[src/rtl/facto_ctrl_if.sv]
// Slave-port bundle for the FactoCore control block: select, direction, address, write and read data.
// Latency: none, wires only. Backpressure: none; every selected access completes in one cycle.
interface facto_ctrl_if;
    logic        s_sel;
    logic        s_wr;
    logic [7:0]  s_addr;
    logic [63:0] s_din;
    logic [63:0] s_dout;

    modport master (output s_sel, s_wr, s_addr, s_din, input s_dout);
    modport slave  (input s_sel, s_wr, s_addr, s_din, output s_dout);
endinterface

[src/rtl/facto_ctrl.sv]
// Factorial sequencer: register map plus a bit-serial 128-bit shift-add multiplier; optional intrEn under FACTO_INTR_EN.
// Latency: opdone 2 cycles after start for N<=1, else 2+MUL_BITS*(N-1); reads are combinational.
// Backpressure: none; writes that cannot be honoured (start/operand while busy, start in DONE) are dropped.
module facto_ctrl #(
    parameter int MUL_BITS = 64
) (
    input  logic          clk,
    input  logic          reset_n,
    facto_ctrl_if.slave   bus,
    output logic          busy,
    output logic          interrupt
);
    localparam int CW = (MUL_BITS > 1) ? $clog2(MUL_BITS) : 1;

    typedef enum logic [1:0] {IDLE, INIT, MUL, DONE} state_t;

    state_t         r_state;
    logic           r_op_start;
    logic           r_done;
    logic [63:0]    r_operand;
    logic [63:0]    r_n;
    logic [63:0]    r_res_h;
    logic [63:0]    r_res_l;
    logic [127:0]   r_acc;
    logic [127:0]   r_mcand;
    logic [127:0]   r_mplr;
    logic [127:0]   r_prod;
    logic [CW-1:0]  r_bitcnt;

    logic           w_wr;
    logic           w_clear;
    logic           w_busy;
    logic           w_last;
    logic [127:0]   w_sum;
    logic [63:0]    w_n_dec;
    logic [63:0]    w_rdata;
    logic           w_intr_en;

    assign w_wr    = bus.s_sel & bus.s_wr;
    assign w_clear = w_wr && (bus.s_addr == 8'h08) && bus.s_din[0];
    assign w_busy  = (r_state == INIT) || (r_state == MUL);
    assign w_sum   = r_prod + (r_mplr[0] ? r_mcand : 128'd0);
    assign w_last  = (r_bitcnt == CW'(MUL_BITS - 1));
    assign w_n_dec = r_n - 64'd1;
    assign busy    = w_busy;

    always_ff @(posedge clk or negedge reset_n) begin
        if (!reset_n) begin
            r_state    <= IDLE;
            r_op_start <= 1'b0;
            r_done     <= 1'b0;
            r_operand  <= '0;
            r_n        <= '0;
            r_res_h    <= '0;
            r_res_l    <= '0;
            r_acc      <= '0;
            r_mcand    <= '0;
            r_mplr     <= '0;
            r_prod     <= '0;
            r_bitcnt   <= '0;
        end else begin
            if (w_wr && (bus.s_addr == 8'h20) && !w_busy)
                r_operand <= bus.s_din;

            // Abort wins over whatever the sequencer was doing this cycle.
            if (w_clear) begin
                r_state    <= IDLE;
                r_op_start <= 1'b0;
                r_done     <= 1'b0;
                r_res_h    <= '0;
                r_res_l    <= '0;
                r_acc      <= '0;
                r_n        <= '0;
            end else begin
                case (r_state)
                    IDLE: begin
                        if (w_wr && (bus.s_addr == 8'h00)) begin
                            r_op_start <= bus.s_din[0];
                            if (bus.s_din[0])
                                r_state <= INIT;
                        end
                    end
                    INIT: begin
                        r_acc <= 128'd1;
                        r_n   <= r_operand;
                        if (r_operand <= 64'd1) begin
                            r_state <= DONE;
                        end else begin
                            r_mcand  <= 128'd1;
                            r_mplr   <= {64'd0, r_operand};
                            r_prod   <= '0;
                            r_bitcnt <= '0;
                            r_state  <= MUL;
                        end
                    end
                    MUL: begin
                        r_mcand  <= r_mcand << 1;
                        r_mplr   <= r_mplr >> 1;
                        r_prod   <= w_sum;
                        r_bitcnt <= r_bitcnt + CW'(1);
                        // Full pass done: fold product into acc and either finish or start the next factor.
                        if (w_last) begin
                            r_acc <= w_sum;
                            r_n   <= w_n_dec;
                            if (w_n_dec <= 64'd1) begin
                                r_state <= DONE;
                            end else begin
                                r_mcand  <= w_sum;
                                r_mplr   <= {64'd0, w_n_dec};
                                r_prod   <= '0;
                                r_bitcnt <= '0;
                            end
                        end
                    end
                    DONE: begin
                        if (!r_done) begin
                            r_res_h <= r_acc[127:64];
                            r_res_l <= r_acc[63:0];
                            r_done  <= 1'b1;
                        end
                    end
                    default: r_state <= IDLE;
                endcase
            end
        end
    end

`ifdef FACTO_INTR_EN
    logic r_intr_en;

    always_ff @(posedge clk or negedge reset_n) begin
        if (!reset_n)
            r_intr_en <= 1'b0;
        else if (w_wr && (bus.s_addr == 8'h18))
            r_intr_en <= bus.s_din[0];
    end

    assign w_intr_en = r_intr_en;
    assign interrupt = r_done & r_intr_en;
`else
    assign w_intr_en = 1'b0;
    assign interrupt = 1'b0;
`endif

    always_comb begin
        w_rdata = '0;
        if (bus.s_sel && !bus.s_wr) begin
            case (bus.s_addr)
                8'h00:   w_rdata = {63'd0, r_op_start};
                8'h10:   w_rdata = {62'd0, w_busy, r_done};
                8'h18:   w_rdata = {63'd0, w_intr_en};
                8'h20:   w_rdata = r_operand;
                8'h28:   w_rdata = r_res_h;
                8'h30:   w_rdata = r_res_l;
                default: w_rdata = '0;
            endcase
        end
    end

    assign bus.s_dout = w_rdata;
endmodule

[src/flat_wrapper.sv]
// flat-port wrapper written by rule: the top's interface ports become plain ports
module facto_ctrl_flat 
#(
    parameter int MUL_BITS = 64
)
  (clk, reset_n, busy, interrupt, bus_s_sel, bus_s_wr, bus_s_addr, bus_s_din, bus_s_dout);
  facto_ctrl_if bus_i ();
  input  logic clk;
  input  logic reset_n;
  output logic busy;
  output logic interrupt;
  input wire logic [$bits(bus_i.s_sel)-1:0] bus_s_sel;
  input wire logic [$bits(bus_i.s_wr)-1:0] bus_s_wr;
  input wire logic [$bits(bus_i.s_addr)-1:0] bus_s_addr;
  input wire logic [$bits(bus_i.s_din)-1:0] bus_s_din;
  output wire logic [$bits(bus_i.s_dout)-1:0] bus_s_dout;
  assign bus_i.s_sel = bus_s_sel;
  assign bus_i.s_wr = bus_s_wr;
  assign bus_i.s_addr = bus_s_addr;
  assign bus_i.s_din = bus_s_din;
  assign bus_s_dout = bus_i.s_dout;
  facto_ctrl #(.MUL_BITS(MUL_BITS)) u_core (.clk(clk), .reset_n(reset_n), .bus(bus_i), .busy(busy), .interrupt(interrupt));
endmodule
[config.mk]
export PLATFORM = sky130hd
export DESIGN_NAME = facto_ctrl_flat
export DESIGN_NICKNAME = d
export VERILOG_FILES = /design/src/rtl/facto_ctrl_if.sv /design/src/rtl/facto_ctrl.sv /design/src/flat_wrapper.sv
export SDC_FILE = /design/constraint.sdc
export NUM_CORES = 2
export LEC_CHECK = 0
export BUFFER_PORTS_ARGS = -buffer_cell sky130_fd_sc_hd__buf_2
export CAP_MARGIN = 20
export CORE_AREA = 2 2 243 305
export DETAILED_ROUTE_END_ITERATION = 8
export DIE_AREA = 0 0 245 307
export PLACE_DENSITY = 0.84
export SLEW_MARGIN = 20
export SYNTH_ARGS = -nofsm -noshare
export SYNTH_HDL_FRONTEND = slang
export SYNTH_SLANG_ARGS = --single-unit
[constraint.sdc]
create_clock -name clk -period 6.42 [get_ports clk]
set_input_delay 1.284 -clock clk [delete_from_list [all_inputs] [get_ports clk]]
set_output_delay 1.284 -clock clk [all_outputs]
set_load 0.02 [all_outputs]
### Word-level counts from Yosys, hierarchy flattened

Index checks and enable logic that the tools add are counted.

| word-level totals | value |
|---|---|
| logic and storage cells | 99 |
| bits in writable memories | 0 |
| bits of input ports | 76 |
| memory bits (read-only) | 0 |
| register bits | 778 |
| memories kept | 0 |
| latch bits | 0 |

| cells by class | value |
|---|---|
| multipliers | 0 |
| add/sub/neg operators | 3 |
| equality and inequality tests | 15 |
| bitwise operators | 2 |
| div/mod/pow operators | 0 |
| muxes and demuxes | 43 |
| shifts and indexed selects | 0 |
| order comparisons | 2 |
| reductions and logical operators | 22 |

Operators by type and width:

| kind | number |
|---|---|
| 128-bit two-way mux | 11 |
| 128-bit case mux with 2 select lines | 4 |
| 64-bit two-way mux | 9 |
| 64-bit case mux with 5 select lines | 1 |
| 128-bit adder | 1 |
| 64-bit by 1-bit <= comparator with 1-bit output (second input constant) | 2 |
| 64-bit case mux with 2 select lines | 1 |
| 127-bit two-way mux | 1 |
| 64-bit by 1-bit subtractor with 64-bit output (second input constant) | 1 |
| 8-bit by 6-bit == test with 1-bit output (second input constant) | 3 |
| 6-bit two-way mux | 3 |
| 6-bit case mux with 2 select lines | 1 |
| 2-bit two-way mux | 5 |
| 8-bit by 4-bit == test with 1-bit output (second input constant) | 1 |
| 8-bit by 5-bit == test with 1-bit output (second input constant) | 1 |
| 8-bit logical NOT | 1 |
| 2-bit nonzero test | 4 |
| 6-bit by 1-bit adder with 6-bit output (second input constant) | 1 |
| 6-bit == test (second input constant) | 1 |
| 1-bit logical AND | 6 |
| 1-bit two-way mux | 6 |
| 3-bit by 1-bit != test with 1-bit output (second input constant) | 2 |
| 3-bit by 2-bit != test with 1-bit output (second input constant) | 2 |
| 2-bit case mux with 3 select lines | 1 |
| other kinds (13) | 18 |

### Longest topological paths before layout

| logic depth | value |
|---|---|
| depth in word-level cells | 6 |
| gate-level depth with buffers | 19 |

### Worst setup path after synthesis

Ideal clock, no wire load.

| timing | value |
|---|---|
| kind | input -> output |
| start | in bus_s_addr[1] |
| end | out bus_s_dout[49] |
| data arrival time | 3.052 ns |
| path slack | 2.084 ns |
| buffers on the path | 1 |
| stages on the path | 6 |
| path through | nor3_1 > nand2_1 > nor4b_1 > clkbuf_1 > a222oi_1 > nor2_1 |

| between the ends | value |
|---|---|
| cells in the longest elaborated chain, start to end | 3 |
| elaborated cells between the ends (all ways) | 7 |
| those cells by class | eq/ne (4); mux (2); reduce/logical (1) |

Ends and longest elaborated chain:

| element | RTL line | text |
|---|---|---|
| from (decl) | flat_wrapper.sv:14 | `input wire logic [$bits(bus_i.s_addr)-1:0] bus_s_addr;` |
| 8-bit by 6-bit == test with 1-bit output (tied with other cells) | facto_ctrl.sv:148 | `case (bus.s_addr)` |
| 64-bit case mux with 5 select lines * | facto_ctrl.sv:148 |  |
| 64-bit two-way mux * | facto_ctrl.sv:147 | `if (bus.s_sel && !bus.s_wr) begin` |
| to (decl) | flat_wrapper.sv:16 | `output wire logic [$bits(bus_i.s_dout)-1:0] bus_s_dout;` |

Mark *: on every way between the ends. The rest lies on a longest branch, timed or not.

### Final worst setup path

| timing | value |
|---|---|
| start | reg u_core.r_mplr[0] |
| end | reg u_core.r_acc[96] |

| between the ends | value |
|---|---|
| cells in the longest elaborated chain, start to end | 5 |

Ends and longest elaborated chain:

| element | RTL line | text |
|---|---|---|
| from (decl) | facto_ctrl.sv:26 | `logic [127:0] r_mplr;` |
| from (signal assigned) | facto_ctrl.sv:90 | `r_mplr <= {64'd0, r_operand};` |
| from (signal assigned) | facto_ctrl.sv:98 | `r_mplr <= r_mplr >> 1;` |
| from (signal assigned) | facto_ctrl.sv:109 | `r_mplr <= {64'd0, w_n_dec};` |
| 128-bit two-way mux | facto_ctrl.sv:42 | `assign w_sum = r_prod + (r_mplr[0] ? r_mcand : 128'd0);` |
| 128-bit adder | facto_ctrl.sv:42 |  |
| 128-bit two-way mux | facto_ctrl.sv:102 | `if (w_last) begin` |
| 128-bit case mux with 2 select lines | facto_ctrl.sv:75 | `case (r_state)` |
| 128-bit two-way mux | facto_ctrl.sv:66 | `if (w_clear) begin` |
| to (signal assigned) | facto_ctrl.sv:103 | `r_acc <= w_sum;` |
| to (decl) | facto_ctrl.sv:24 | `logic [127:0] r_acc;` |

No other way between the ends. The select of a mux whose other input is x is not followed.
A chain may end at the register's enable or synchronous reset.

==> flow_summary.json <==
{
  "slew_headroom": 0.207,
  "timing.max_cap.violations": 0,
  "wirelength_mm": 151,
  "drive_gt1_frac": 0.0938,
  "synth_cells": 4885,
  "dr.max_layer_used": "met5",
  "cts_made_buffers": 74,
  "worstPathArrival_ns": 6.06,
  "synth-edff-count": 0,
  "die_w_um": 245,
  "yosysUniqueCellTypes": 78,
  "synth_area_mm2": 0.0423,
  "core_area_mm2": 0.0726,
  "die_h_um": 307,
  "crit_path_cell_trace": "and2_1, ha_1, fa_1, a21oi_1, o221ai_1, a21oi_1, o211ai_1, nand4b_1, a2111oi_0, buf_4, a21boi_0, o21a_1, o21bai_1, a21oi_1, xor2_1, o21ai_0",
  "dr_total_vias": 39700,
  "drt_first_pass_iters": 9,
  "syn_to_final_growth_pct": 9.35,
  "grt_pass1_vias": 38000,
  "timing.fmax_mhz": 179,
  "grt_overflow": 0,
  "start_util": 0.583,
  "postCtsHoldBufs": 0,
  "clkSinkCount": 714,
  "std_cell_rows": 111,
  "synth.most_common_cell": "nand2_1",
  "ys.flop_type": "dfrtp_1",
  "peakVddDrop_v": 0.000755,
  "hold_viol_final": 0,
  "synthArstFlopShare": 1.00,
  "seqCellArea_mm2": 0.0179,
  "post-route-period-util": 0.871,
  "postCtsSetupBuffers": 0,
  "met3_length_mm": 15.2,
  "clockBufferDepth": 3,
  "nFillCells": 6047,
  "crit_top_cell": "a21oi_1",
  "skew_ns": 0.0302,
  "synth.yosys.seq_area_share": 0.422,
  "clkTransAtPathRegs_ns": 0.06,
  "setup.worst_path.start_class": "flip-flop",
  "synth_warnings": 0,
  "syn-num-nets": 5097,
  "synthTopCellsByArea": "dfrtp_1 42%, nand2_1 7.2%, a21oi_1 5.9%",
  "dr_wl_met2_mm": 68.7,
  "grt_usage": 0.396,
  "syn_avg_cell_area_um2": 8.66,
  "grt_setup_unrepaired": "no",
  "synth-seq-cells": 714,
  "vias_per_cell": 6.80,
  "port_buffers": 140,
  "cp_max_fo": 30,
  "drv_slew": 0,
  "p_leak_nw": 21.1,
  "crit_type": "reg2reg",
  "first_iter_violations": 4681,
  "violations": "design-rule violations",
  "wl_per_cell_um": 25.9,
  "fin_total_pwr_mw": 16.0,
  "critPathBufInv": 1,
  "nets": 5027,
  "min_path_type": "reg2reg",
  "status": "complete, but fails checks",
  "final-setup-viol-count": 0,
  "io_pins": 142,
  "drc": 4,
  "cp.required_ns": 6.89,
  "cpLargestDelayFamily": "compound AO/OA/AOI/OAI gates",
  "tritoncts": "done",
  "crit_slowest_cell": "dfrtp_2",
  "synth_top_area_share": 0.422,
  "dieArea_mm2": 0.0752,
  "max_stage_delay_ns": 0.67,
  "grt_first_pass_wirelength_mm": 228,
  "powerDensity_mw_per_mm2": 345,
  "globalplace.congestion": 1.05,
  "worst_pin_slew_ns": 1.17,
  "clk_latency_ns": 0.64,
  "cts-root-buf": "clkbuf_16",
  "period_minus_slack_ns": 5.59,
  "ys_top_cells_by_count": "815 x nand2_1, 714 x dfrtp_1, 499 x a21oi_1",
  "htreeDepth": 3,
  "ant_nets": 0,
  "yosysTopAreaCell": "dfrtp_1",
  "setup_tns_ns": 0,
  "grt_max_degree": 199,
  "multiInputGateArea_mm2": 0.0228,
  "place.detailed.hpwl_mm": 105,
  "cp-end-kind": "flip-flop",
  "cts-resized-gates": 0,
  "met1_length_mm": 56.1,
  "antenna_found_initial": 12
}
==> registers in the layout, summed over array words and instances, names as in the netlist <==
register           flops
u_core.r_acc         128
u_core.r_mplr         64
u_core.r_n            64
u_core.r_mcand       128
u_core.r_bitcnt        6
u_core.r_res_l        64
u_core.r_done          1
u_core.r_state         2
u_core.r_prod        128
u_core.r_res_h        64
u_core.r_operand      64
u_core.r_op_start      1
==> cells by family after synthesis <==
family	Yosys count	share of synthesized area
AO/OA/AOI/OAI	1529	0.229
XOR/XNOR	168	0.0348
adder cells (fa/ha/maj)	136	0.0404
buffers and inverters	435	0.0417
flip-flops	714	0.422
multiplexers	166	0.0415
other	1	0.0000886
AND/OR/NAND/NOR	1736	0.190
==> area by class of cell <==
cell class,instances,share of cell area
inverters,62,0.00503
diodes,6,0.000324
clock buffers,92,0.0441
repair buffers,227,0.0335
multi-input cells,3736,0.493
clock inverters,39,0.0122
well taps,960,0.0260
flip-flops and latches,714,0.386
==> report_power, final <==
group          internal (mW)  switching [mW]
Clock                   2.79            1.93
Sequential              4.89           0.473
Combinational           1.50            4.39
==> path summary, 6_finish.rpt <==
check / startpoint / end / slack (ns) / cells past startpoint
min: u_core.r_mplr[11] / u_core.r_mplr[11] / 0.48 / 2
min in group asynchronous: reset_n / u_core.r_res_l[61] / 0.62 / 1
max reg2reg: u_core.r_mplr[0] / u_core.r_acc[96] / 0.83 / 16
max in group asynchronous: reset_n / u_core.r_mcand[16] / 4.33 / 2
min reg2reg: u_core.r_mplr[11] / u_core.r_mplr[11] / 0.48 / 2
max: u_core.r_mplr[0] / u_core.r_acc[96] / 0.83 / 16
==> cell usage in the layout, fill, tap and decap left out, drive strengths merged, types with 17 or more instances in the layout <==
master	synthesis	routed
o21a	17	17
mux2	65	65
o31ai	26	26
nor3	77	77
or3	23	23
or4	25	25
o21ai	419	419
nand2	815	815
nor2	297	297
a222oi	62	62
and2	132	132
o21bai	48	48
nor4	63	63
a21oi	499	499
nand4	103	103
nor2b	53	53
mux2i	100	100
ha	135	135
a211oi	27	27
nand2b	25	25
nand3	63	63
inv	62	66
buf	43	227
clkbuf	330	92
a31oi	29	29
dfrtp	714	714
xnor2	96	96
a22o	228	228
a21o	55	55
xor2	72	72
==> worst min-delay path, cell delays in order, from the launching register on <==
cell     delay [ns]
dfrtp_1        0.34
nand2_1        0.05
o21ai_1        0.06
==> routing by layer <==
layer  GRT usage  up-vias
li1            -    17500
met5           0        -
met4       0.255        4
met3      0.0817      556
met2       0.622     2294
met1       0.497    19400
==> metrics by stage <==
step | utilization | worst slack (ns) | cells | cell area [um2] | hold slack (ns)
2_1_floorplan | - | 2.08 | 4885 | 42300 | 0.439
3_3_place_gp | 0.601 | 1.03 | 5699 | 43600 | 0.458
3_5_place_dp | 0.601 | 0.989 | 5699 | 43600 | 0.468
4_1_cts | 0.637 | 0.986 | 5830 | 46300 | 0.480
5_1_grt | 0.637 | 0.616 | 5832 | 46300 | 0.500
6_report | 0.637 | 0.830 | 5836 | 46300 | 0.485
Note: power is estimated with default switching activity, not from simulation.
